File: config.mk
export PLATFORM = sky130hd
export DESIGN_NAME = fifo_packer
export DESIGN_NICKNAME = d
export VERILOG_FILES = /design/src/rtl/fifo_packer.sv
export SDC_FILE = /design/constraint.sdc
export NUM_CORES = 1
export LEC_CHECK = 0
export CORE_MARGIN = 2
export CORE_UTILIZATION = 47
export CTS_BUF_LIST = sky130_fd_sc_hd__clkbuf_8
export DETAILED_ROUTE_END_ITERATION = 8
export PLACE_DENSITY = 0.76
export SYNTH_ARGS = -nofsm -noshare
export SYNTH_HDL_FRONTEND = slang
export SYNTH_SLANG_ARGS = --single-unit
File: constraint.sdc
create_clock -name clk -period 2.25 [get_ports clk]
set_clock_uncertainty 0.15 [all_clocks]
set_input_delay 0.45 -clock clk [delete_from_list [all_inputs] [get_ports clk]]
set_output_delay 0.45 -clock clk [all_outputs]
set_load 0.005 [all_outputs]
File: src/rtl/fifo_packer.sv
// +----------------------------------------------------------------------------+
// | fifo_packer: pops narrow FIFO entries and packs PACK of them into one wide |
// | word on a valid/ready output; flush closes a partially filled word.        |
// | Revision: 1.0                                                              |
// +----------------------------------------------------------------------------+
`default_nettype none

module fifo_packer #(
  parameter int DATA_WIDTH = 2,
  parameter int PACK       = 4
) (
  input  logic                          clk,
  input  logic                          reset,
  input  logic [DATA_WIDTH-1:0]         io_fifo_dout,
  input  logic                          io_fifo_empty,
  output logic                          io_fifo_pop,
  input  logic                          io_flush,
  output logic [DATA_WIDTH*PACK-1:0]    io_data,
  output logic [$clog2(PACK+1)-1:0]     io_count,
  output logic                          io_valid,
  input  logic                          io_ready
);

  localparam int CNT_W = $clog2(PACK+1);

  logic [CNT_W-1:0]           cnt_q, cnt_d;
  logic [DATA_WIDTH*PACK-1:0] word_q, word_d;
  logic                       closed_q, closed_d;
  logic                       fire;

  assign fire        = closed_q & io_ready;
  // Reset gates the pop so the FIFO never loses an entry while we are held in reset.
  assign io_fifo_pop = reset & ~io_fifo_empty & ~io_flush & (~closed_q | io_ready);

  assign io_data  = word_q;
  assign io_count = cnt_q;
  assign io_valid = closed_q;

  always_comb begin
    cnt_d    = cnt_q;
    word_d   = word_q;
    closed_d = closed_q;
    if (fire && io_fifo_pop) begin
      word_d                 = '0;
      word_d[DATA_WIDTH-1:0] = io_fifo_dout;
      cnt_d                  = CNT_W'(1);
      closed_d               = 1'b0;
    end else if (fire) begin
      word_d   = '0;
      cnt_d    = '0;
      closed_d = 1'b0;
    end else if (io_fifo_pop) begin
      for (int i = 0; i < PACK; i++) begin
        if (cnt_q == CNT_W'(i)) begin
          word_d[i*DATA_WIDTH +: DATA_WIDTH] = io_fifo_dout;
        end
      end
      cnt_d    = cnt_q + CNT_W'(1);
      closed_d = (cnt_q == CNT_W'(PACK-1));
    end else if (io_flush && (cnt_q != '0) && !closed_q) begin
      closed_d = 1'b1;
    end
  end

  always_ff @(posedge clk or negedge reset) begin
    if (!reset) begin
      cnt_q    <= '0;
      word_q   <= '0;
      closed_q <= 1'b0;
    end else begin
      cnt_q    <= cnt_d;
      word_q   <= word_d;
      closed_q <= closed_d;
    end
  end

endmodule

`default_nettype wire

==> results of run 1 <==
==> area by class of cell <==
cell class	instances	area (um2)	share of cell area [%]
Multi-Input combinational cell	43	332.8	34.28
Sequential cell	12	300.3	30.93
Timing Repair Buffer	27	245.2	25.26
Clock buffer	4	55.05	5.670
Inverter	5	18.77	1.933
Tap cell	15	18.77	1.933
==> routing by layer <==
layer	GRT usage, %	part of all wire (%)	wire length (um)	vias to the layer above
met1	26.69	40	665	289
met3	5.435	4.8	80	0
met4	12.90	0	0	0
met5	0	0	0	-
li1	-	-	-	276
met2	43.75	55	909	17
==> cells by family (layout without fill, tap and decap cells) <==
kind of cell	after synthesis	count (layout)	share of synthesized area [%]
and+or+nand+nor	22	22	19.77
AOI/OAI and AO/OA	9	9	10.36
DFF	12	12	46.07
buffers and inverters	6	36	3.455
adders and majority gates	5	5	9.597
muxes	7	7	10.75
==> layout by cell type (no fill, tap or decap), types with 2 or more instances in the layout <==
master and count:
dfrtp_1 12, clkdlybuf4s50_1 18, inv_1 5, ha_1 5, a221oi_1 2, nand2_1 13
mux2i_1 7, a21oi_1 2, buf_4 8, a32o_2 2, clkbuf_8 4
==> report_power, final <==
part / internal (mW) / total, mW / leakage (nW) / switching [mW]
Combinational: 0.177 / 0.301 / 0.281 / 0.124
Clock: 0.155 / 0.236 / 0.0288 / 0.0818
Sequential: 0.262 / 0.323 / 0.163 / 0.0613
==> state kept, by name, summed over array words and instances (netlist names) <==
name	flops
io_data	8
io_count	3
io_valid	1
==> how the worst max path moves through the flow <==
stage | startpoint | endpoint | slack [ns] | cells past startpoint
final | reset | io_fifo_pop | 0.07 | 4
after global routing | reset | io_fifo_pop | 0.03 | 4
after CTS | reset | io_fifo_pop | 0.07 | 4
after detailed placement | reset | io_fifo_pop | -0.36 | 4
after global placement | reset | io_fifo_pop | -0.28 | 4
after floorplan | io_count[0] | io_data[0] | 0.48 | 5
==> worst reg2reg max path: stages (launching register included) <==
cell     delay (ns)
dfrtp_1        0.43
inv_1          0.14
ha_1           0.19
or3b_1         0.36
or2_1          0.25
a32o_2         0.28
==> repair_timing <==
action                     CTS  global route
setup endpoints to repair    1             0
resized for setup            5             0
hold endpoints to repair     0             0
setup buffers                0             0
==> flow_summary.json, run 1 <==
{
  "dp_hpwl_mm": 1.249,
  "rsz0062_at_grt": "no",
  "gr-total-overflow": 0,
  "postRouteAntennaNets": 0,
  "min_path_type": "flip-flop to flip-flop",
  "finalSetupViolCount": 0,
  "fp.dieW_um": 41.24,
  "rows": 13,
  "whs_ns": 0.3808,
  "cp_data_arrival_time_ns": 1.58,
  "wl_per_cell_um": 15.61,
  "place_ws_ns": -0.3612,
  "syn2layout_area_growth_pct": 48.94,
  "antenna_found_initial": 0,
  "crit_chain": "clkdlybuf4s50_1 -> or3b_4 -> a21oi_2 -> buf_2",
  "status": "finished, final reports clean",
  "synthTopCellsByCount": "nand2_1, dfrtp_1, mux2i_1",
  "path_max_fanout": 2,
  "diodes": 0,
  "n_fill_cell": 94,
  "critPathLaunchType": "input port",
  "clk_pin_slew_ns": 0.06,
  "r2r_setup_slack_ns": 0.35,
  "cap_violations": 0,
  "maxSlewViolCount": 0,
  "ys_ff_latch": 12,
  "dp.cells": 102,
  "min_to": "io_data[0]",
  "vias": 582,
  "max_stage_delay_ns": 0.48,
  "root_buffer": "clkbuf_8",
  "final_net_count": 104,
  "finalSetupTns_ns": 0,
  "ys_seq_area_share_pct": 46.07,
  "core_um2": 1301,
  "ys_types": 20,
  "synth_flop_cell": "dfrtp_1",
  "fp.dieH_um": 41.24,
  "setup_ws_ns": 0.06631,
  "first_global_vias": 650,
  "syn_area_um2": 651.9,
  "cts_num_sinks": 12,
  "min_period_ns": 2.184,
  "critical-path-top-delay-family": "buffers and inverters",
  "synthCells": 61,
  "h-tree-depth": 1,
  "p_per_area_nw_per_um2": 885.9,
  "netlist.area_leader.share_pct": 46.07,
  "max_slew.worst_pin.slew_ns": 0.3456,
  "period_share_pct": 97.05,
  "p_leak_nw": 0.4726,
  "worstReg2RegEnd": "io_data[1]",
  "yosys.area.top_type": "dfrtp_1",
  "ios": 20,
  "critPathRequiredTime_ns": 1.65,
  "drt_iter0_markers": 14,
  "grt_first_pass_wirelength_mm": 2.622,
  "grt_max_degree": 15,
  "cts_tree": "built",
  "syn_avg_cell_area_um2": 10.69,
  "power_uw": 860.1,
  "ff2ff_path_depth": 5,
  "wirelength_mm": 1.655,
  "cts_buffers": 3,
  "place_congestion": 0.6771,
  "async_reset_ff_share_pct": 100.0,
  "clk_path_buf_depth": 2,
  "reg2reg_from": "io_count[0]",
  "hp-start": "io_data[0]",
  "hold_viol_final": 0,
  "clock.fmax_ghz": 0.4579,
  "synth_warnings": 0,
  "syn-num-nets": 73,
  "ir_worst_vdd_mv": 0.5434,
  "drc": 0,
  "dieArea_um2": 1701,
  "min_path_cells": 1,
  "port_buffers": 19,
  "viasPerCell": 5.491,
  "ys_top_cells_by_area": "dfrtp_1, mux2i_1, ha_1",
  "critPathKind": "input port to output port",
  "layout-drive-gt1-share_pct": 19.78,
  "stdcell_area_um2": 970.9,
  "drtPass1Iterations": 4,
  "clock_latency_ns": 0.24,
  "globalRouteTotalUtil_pct": 24.55,
  "yosysMostFrequentCell": "nand2_1",
  "start_util_pct": 50.10,
  "postLayoutCoreUtil_pct": 74.62,
  "crit_buf_inv": 2,
  "fin_cells": 106,
  "synth_edf_count": 0,
  "place_area_um2": 917.1,
  "end_kind": "output port",
  "max_slew_margin_pct": 76.96,
  "slowest_stage": "clkdlybuf4s50_1",
  "cts_hold_buf": 0
}
Power figures use the tool's default switching activity.
==> run 2: changes to the inputs <==
Settings changed: CORE_MARGIN 2 to 5, HOLD_SLACK_MARGIN from default to 0.15, SKIP_LAST_GASP from default to 1.
==> run 2 against run 1 <==
Net effect:
- die area rose by 31%
- clock power down 19%
- core utilization shrank 1.2 points
- sequential power about the same
- worst hold slack worse by 0.012 ns
- critical path depth unchanged
- combinational power shrank 2%
- count of clock-buffer cells in the layout fell by 1
- sequential share of layout area grew 0.49 points
- setup slack got worse by 0.037 ns
- routed wire length is 3.6% lower
- register-to-register slack about the same
- critical path type unchanged
- largest cell class unchanged
- largest power group unchanged
==> flow_summary.json, run 2 (synthesized netlist as in run 1, its figures left out) <==
{
  "slowest_stage": "clkdlybuf4s50_1",
  "grt_max_degree": 15,
  "postRouteAntennaNets": 0,
  "dieArea_um2": 2232,
  "stdcell_area_um2": 955.9,
  "clock.fmax_ghz": 0.4503,
  "antenna_found_initial": 0,
  "status": "finished, final reports clean",
  "critPathLaunchType": "input port",
  "core_um2": 1301,
  "diodes": 0,
  "cp_data_arrival_time_ns": 1.62,
  "crit_chain": "clkdlybuf4s50_1 -> or3b_4 -> a21oi_2 -> clkdlybuf4s15_2",
  "maxSlewViolCount": 0,
  "finalSetupTns_ns": 0,
  "p_per_area_nw_per_um2": 844.6,
  "max_slew_margin_pct": 73.77,
  "h-tree-depth": 1,
  "place_ws_ns": -0.2987,
  "hold_viol_final": 0,
  "dp_hpwl_mm": 1.235,
  "max_stage_delay_ns": 0.47,
  "wirelength_mm": 1.596,
  "rows": 13,
  "grt-busiest-layer": "met2",
  "viasPerCell": 5.433,
  "final_net_count": 103,
  "start_util_pct": 50.10,
  "max_slew.worst_pin.slew_ns": 0.3925,
  "use_met1_pct": 22.17,
  "p_leak_nw": 0.4597,
  "largest_register_ff_count": 8,
  "cts_buffers": 3,
  "wl_per_cell_um": 15.35,
  "whs_ns": 0.3689,
  "fp.dieH_um": 47.24,
  "min_period_ns": 2.221,
  "path_max_fanout": 2,
  "met2_usage_pct": 28.07,
  "rsz0062_at_grt": "no",
  "ir_worst_vdd_mv": 0.4519,
  "critPathKind": "input port to output port",
  "layout_commonest_cell": "clkdlybuf4s50_1",
  "vias": 565,
  "drtPass1Iterations": 3,
  "port_buffers": 19,
  "power_uw": 807.4,
  "cts_tree": "built",
  "ios": 20,
  "grt_use_met3_pct": 6.130,
  "gr-total-overflow": 0,
  "place_area_um2": 909.6,
  "root_buffer": "clkbuf_8",
  "critPathRequiredTime_ns": 1.65,
  "fin_cells": 104,
  "setup_ws_ns": 0.02937,
  "cts_setup_buffers": 0,
  "drt_iter0_markers": 6,
  "globalRouteTotalUtil_pct": 17.73,
  "end_kind": "output port",
  "clock_latency_ns": 0.23,
  "finalSetupViolCount": 0,
  "cap_violations": 0,
  "layout-drive-gt1-share_pct": 17.98,
  "first_global_vias": 604,
  "grt_first_pass_wirelength_mm": 2.697,
  "drc": 0,
  "cts_num_sinks": 12,
  "syn2layout_area_growth_pct": 46.64,
  "min_path_type": "flip-flop to flip-flop",
  "clk_pin_slew_ns": 0.05,
  "n_fill_cell": 102,
  "fp.dieW_um": 47.24,
  "clk_path_buf_depth": 2,
  "dp.cells": 101,
  "place_congestion": 0.7333,
  "postLayoutCoreUtil_pct": 73.46,
  "period_share_pct": 98.69,
  "layout.cells.most_common_list": "clkdlybuf4s50_1, nand2_1, dfrtp_1",
  "cts_hold_buf": 0
}
## run 2: power breakdown
part	switching, mW	leakage [nW]	total [mW]	internal [mW]
clock	0.0728	0.0216	0.190	0.117
combinational	0.124	0.275	0.296	0.172
sequential	0.0593	0.163	0.321	0.262
total	0.256	0.460	0.807	0.552
## run 2: layout make-up
cell class,count,area (um2),area share (%)
timing repair buffer,26,244.0,25.52
inverter,5,18.77,1.963
clock buffer,3,41.29,4.319
sequential,12,300.3,31.41
tap,15,18.77,1.963
multi-input combinational,43,332.8,34.82
## run 2: final timing paths
| kind | from | to | slack, ns | depth (start not counted) |
|---|---|---|---|---|
| min | io_data[1] | io_data[1] | 0.37 | 1 |
| min reg2reg | io_data[1] | io_data[1] | 0.37 | 1 |
| max | reset | io_fifo_pop | 0.03 | 4 |
| min in group asynchronous | reset | io_count[0] | 0.40 | 2 |
| max in group asynchronous | reset | io_data[4] | 1.39 | 2 |
| max reg2reg | io_count[0] | io_data[0] | 0.35 | 5 |
## run 2: critical path, delay by kind of cell
family / cells / cell delay (ns)
compound gates: 1 / 0.11
simple gates: 1 / 0.38
buf+inv: 2 / 0.68
## run 2: layer usage
metal	vias to the layer above	share of wire, %
li1	269	-
met1	281	41
met2	15	53
met3	0	6.3
met4	0	0
met5	-	0
## run 2: repair_timing
item                                   4_1_cts  5_1_grt
setup endpoints to repair                    1        1
gates resized for setup                      3        1
endpoints found under the hold margin        0        0
==> run 3: changes to the inputs <==
Settings changed: CORE_UTILIZATION 47 to 50, DONT_BUFFER_PORTS from default to 1, PLACE_DENSITY 0.76 to 0.61.
==> run 3 against run 2 <==
Net effect:
- fmax increased by 20%
- routed wire length fell by 17%
- largest power group unchanged
- setup slack better by 0.37 ns
- non-clock buffer count decreased by 24
- critical path depth rose by 1
==> flow_summary.json, run 3 (synthesized netlist as in run 1, its figures left out) <==
{
  "layout-drive-gt1-share_pct": 12.12,
  "min_period_ns": 1.852,
  "cts_buffers": 3,
  "reg2reg_from": "io_count[0]",
  "finalSetupTns_ns": 0,
  "grt-busiest-layer": "met2",
  "clk_pin_slew_ns": 0.06,
  "clock_latency_ns": 0.24,
  "core_um2": 1269,
  "wl_per_cell_um": 16.28,
  "final_net_count": 79,
  "vias": 434,
  "diodes": 0,
  "ios": 20,
  "period_share_pct": 82.31,
  "p_sw_share_pct": 32.08,
  "postRouteAntennaNets": 0,
  "p_per_area_nw_per_um2": 986.4,
  "fp.dieW_um": 46.11,
  "rows": 13,
  "grt_max_degree": 13,
  "rsz0062_at_grt": "no",
  "dieArea_um2": 2126,
  "start_util_pct": 51.38,
  "p_leak_nw": 0.3722,
  "p_sw_uw": 234.8,
  "drc": 0,
  "postLayoutCoreUtil_pct": 58.48,
  "layout_commonest_cell": "nand2_1",
  "end_kind": "flip-flop",
  "combinationalPowerShare_pct": 23.2,
  "fp.dieH_um": 46.11,
  "cts_num_sinks": 12,
  "drtPass1Iterations": 4,
  "largest_register_ff_count": 8,
  "viasPerCell": 5.358,
  "layout.cells.most_common_list": "nand2_1, dfrtp_1, mux2i_1",
  "startpoint": "io_count[0]",
  "status": "finished, final reports clean",
  "max_slew.worst_pin.slew_ns": 0.5314,
  "use_met1_pct": 19.90,
  "gr-total-overflow": 0,
  "antenna_found_initial": 0,
  "wirelength_mm": 1.319,
  "globalRouteTotalUtil_pct": 14.24,
  "hp-start": "io_fifo_dout[0]",
  "critPathRequiredTime_ns": 2.23,
  "cts_setup_buffers": 0,
  "clock.fmax_ghz": 0.5399,
  "cp_data_arrival_time_ns": 1.83,
  "max_slew_margin_pct": 64.45,
  "ir_worst_vdd_mv": 0.5054,
  "syn2layout_area_growth_pct": 13.82,
  "drt_iter0_markers": 3,
  "finalSetupViolCount": 0,
  "cts_tree": "built",
  "critPathLaunchType": "flip-flop",
  "seq_power_share_pct": 44.6,
  "min_path_type": "input port to flip-flop",
  "n_fill_cell": 99,
  "path_max_fanout": 5,
  "p_clk_share_pct": 32.2,
  "first_global_vias": 463,
  "h-tree-depth": 1,
  "root_buffer": "clkbuf_8",
  "post_cts_resized": 0,
  "dp_hpwl_um": 987.8,
  "grt_use_met3_pct": 4.688,
  "met2_usage_pct": 20.33,
  "p_int_uw": 497.1,
  "whs_ns": 0.1923,
  "clk_path_buf_depth": 2,
  "maxSlewViolCount": 0,
  "cap_violations": 0,
  "hold_viol_final": 0,
  "grt_first_pass_wirelength_mm": 2.111,
  "port_buffers": 0,
  "critPathKind": "flip-flop to flip-flop",
  "place_congestion": 0.7199
}
## run 3: cell types whose count changed in the layout (fill, tap and decap cells not counted), sizes merged
cell,delta
clkdlybuf4s15,-1
clkdlybuf4s50,-18
clkbuf,+1
buf,-7
dlygate4sd3,+2
## run 3: cell type report
cell class / count / area, um2 / share of cell area (%)
Multi-Input combinational cell: 43 / 329.1 / 44.35
Sequential cell: 12 / 300.3 / 40.47
Clock buffer: 4 / 55.05 / 7.420
Timing Repair Buffer: 2 / 20.02 / 2.698
Inverter: 5 / 18.77 / 2.530
Tap cell: 15 / 18.77 / 2.530
## run 3: path summary, 6_finish.rpt
path	to	slack (ns)	cells after the start
max	io_data[1]	0.40	5
min in group asynchronous	io_valid	0.48	1
min	io_data[0]	0.19	1
max reg2reg	io_data[1]	0.40	5
max in group asynchronous	io_data[2]	1.12	1
min reg2reg	io_data[4]	0.40	2
## run 3: per-layer routing
layer	share of wire (%)	routed length, um
met1	47	623
met2	45	596
met3	7.5	99
met4	0	0
met5	0	0
## run 3: power groups by stage
stage	clock [mW]	sequential [mW]	combinational, mW
3_3_place_gp	0	0.332	0.161
6_report	0.236	0.326	0.170
3_5_place_dp	0	0.332	0.164
5_1_grt	0.251	0.337	0.191
2_1_floorplan	0	0.317	0.137
4_1_cts	0.241	0.328	0.171
## run 3: critical path, cell delays in order, from the launching register on
cell	delay, ns
dfrtp_1	0.43
inv_1	0.14
ha_1	0.17
or3b_1	0.35
or2_1	0.23
a32o_2	0.26
## run 3: timing repair
action,in CTS,in global routing
hold buffers,2,0
setup endpoints to repair,0,0
hold endpoints to repair,13,0
## run 3: per-stage QoR
step	instances	total power, mW	setup WS (ns)	cell area, um2
2_1_floorplan	61	0.4540	0.4820	651.9
3_3_place_gp	75	0.4930	0.4238	666.9
6_report	81	0.7319	0.3979	742.0
3_5_place_dp	75	0.4962	0.4025	666.9
5_1_grt	81	0.7794	0.3274	742.0
4_1_cts	81	0.7406	0.3915	742.0
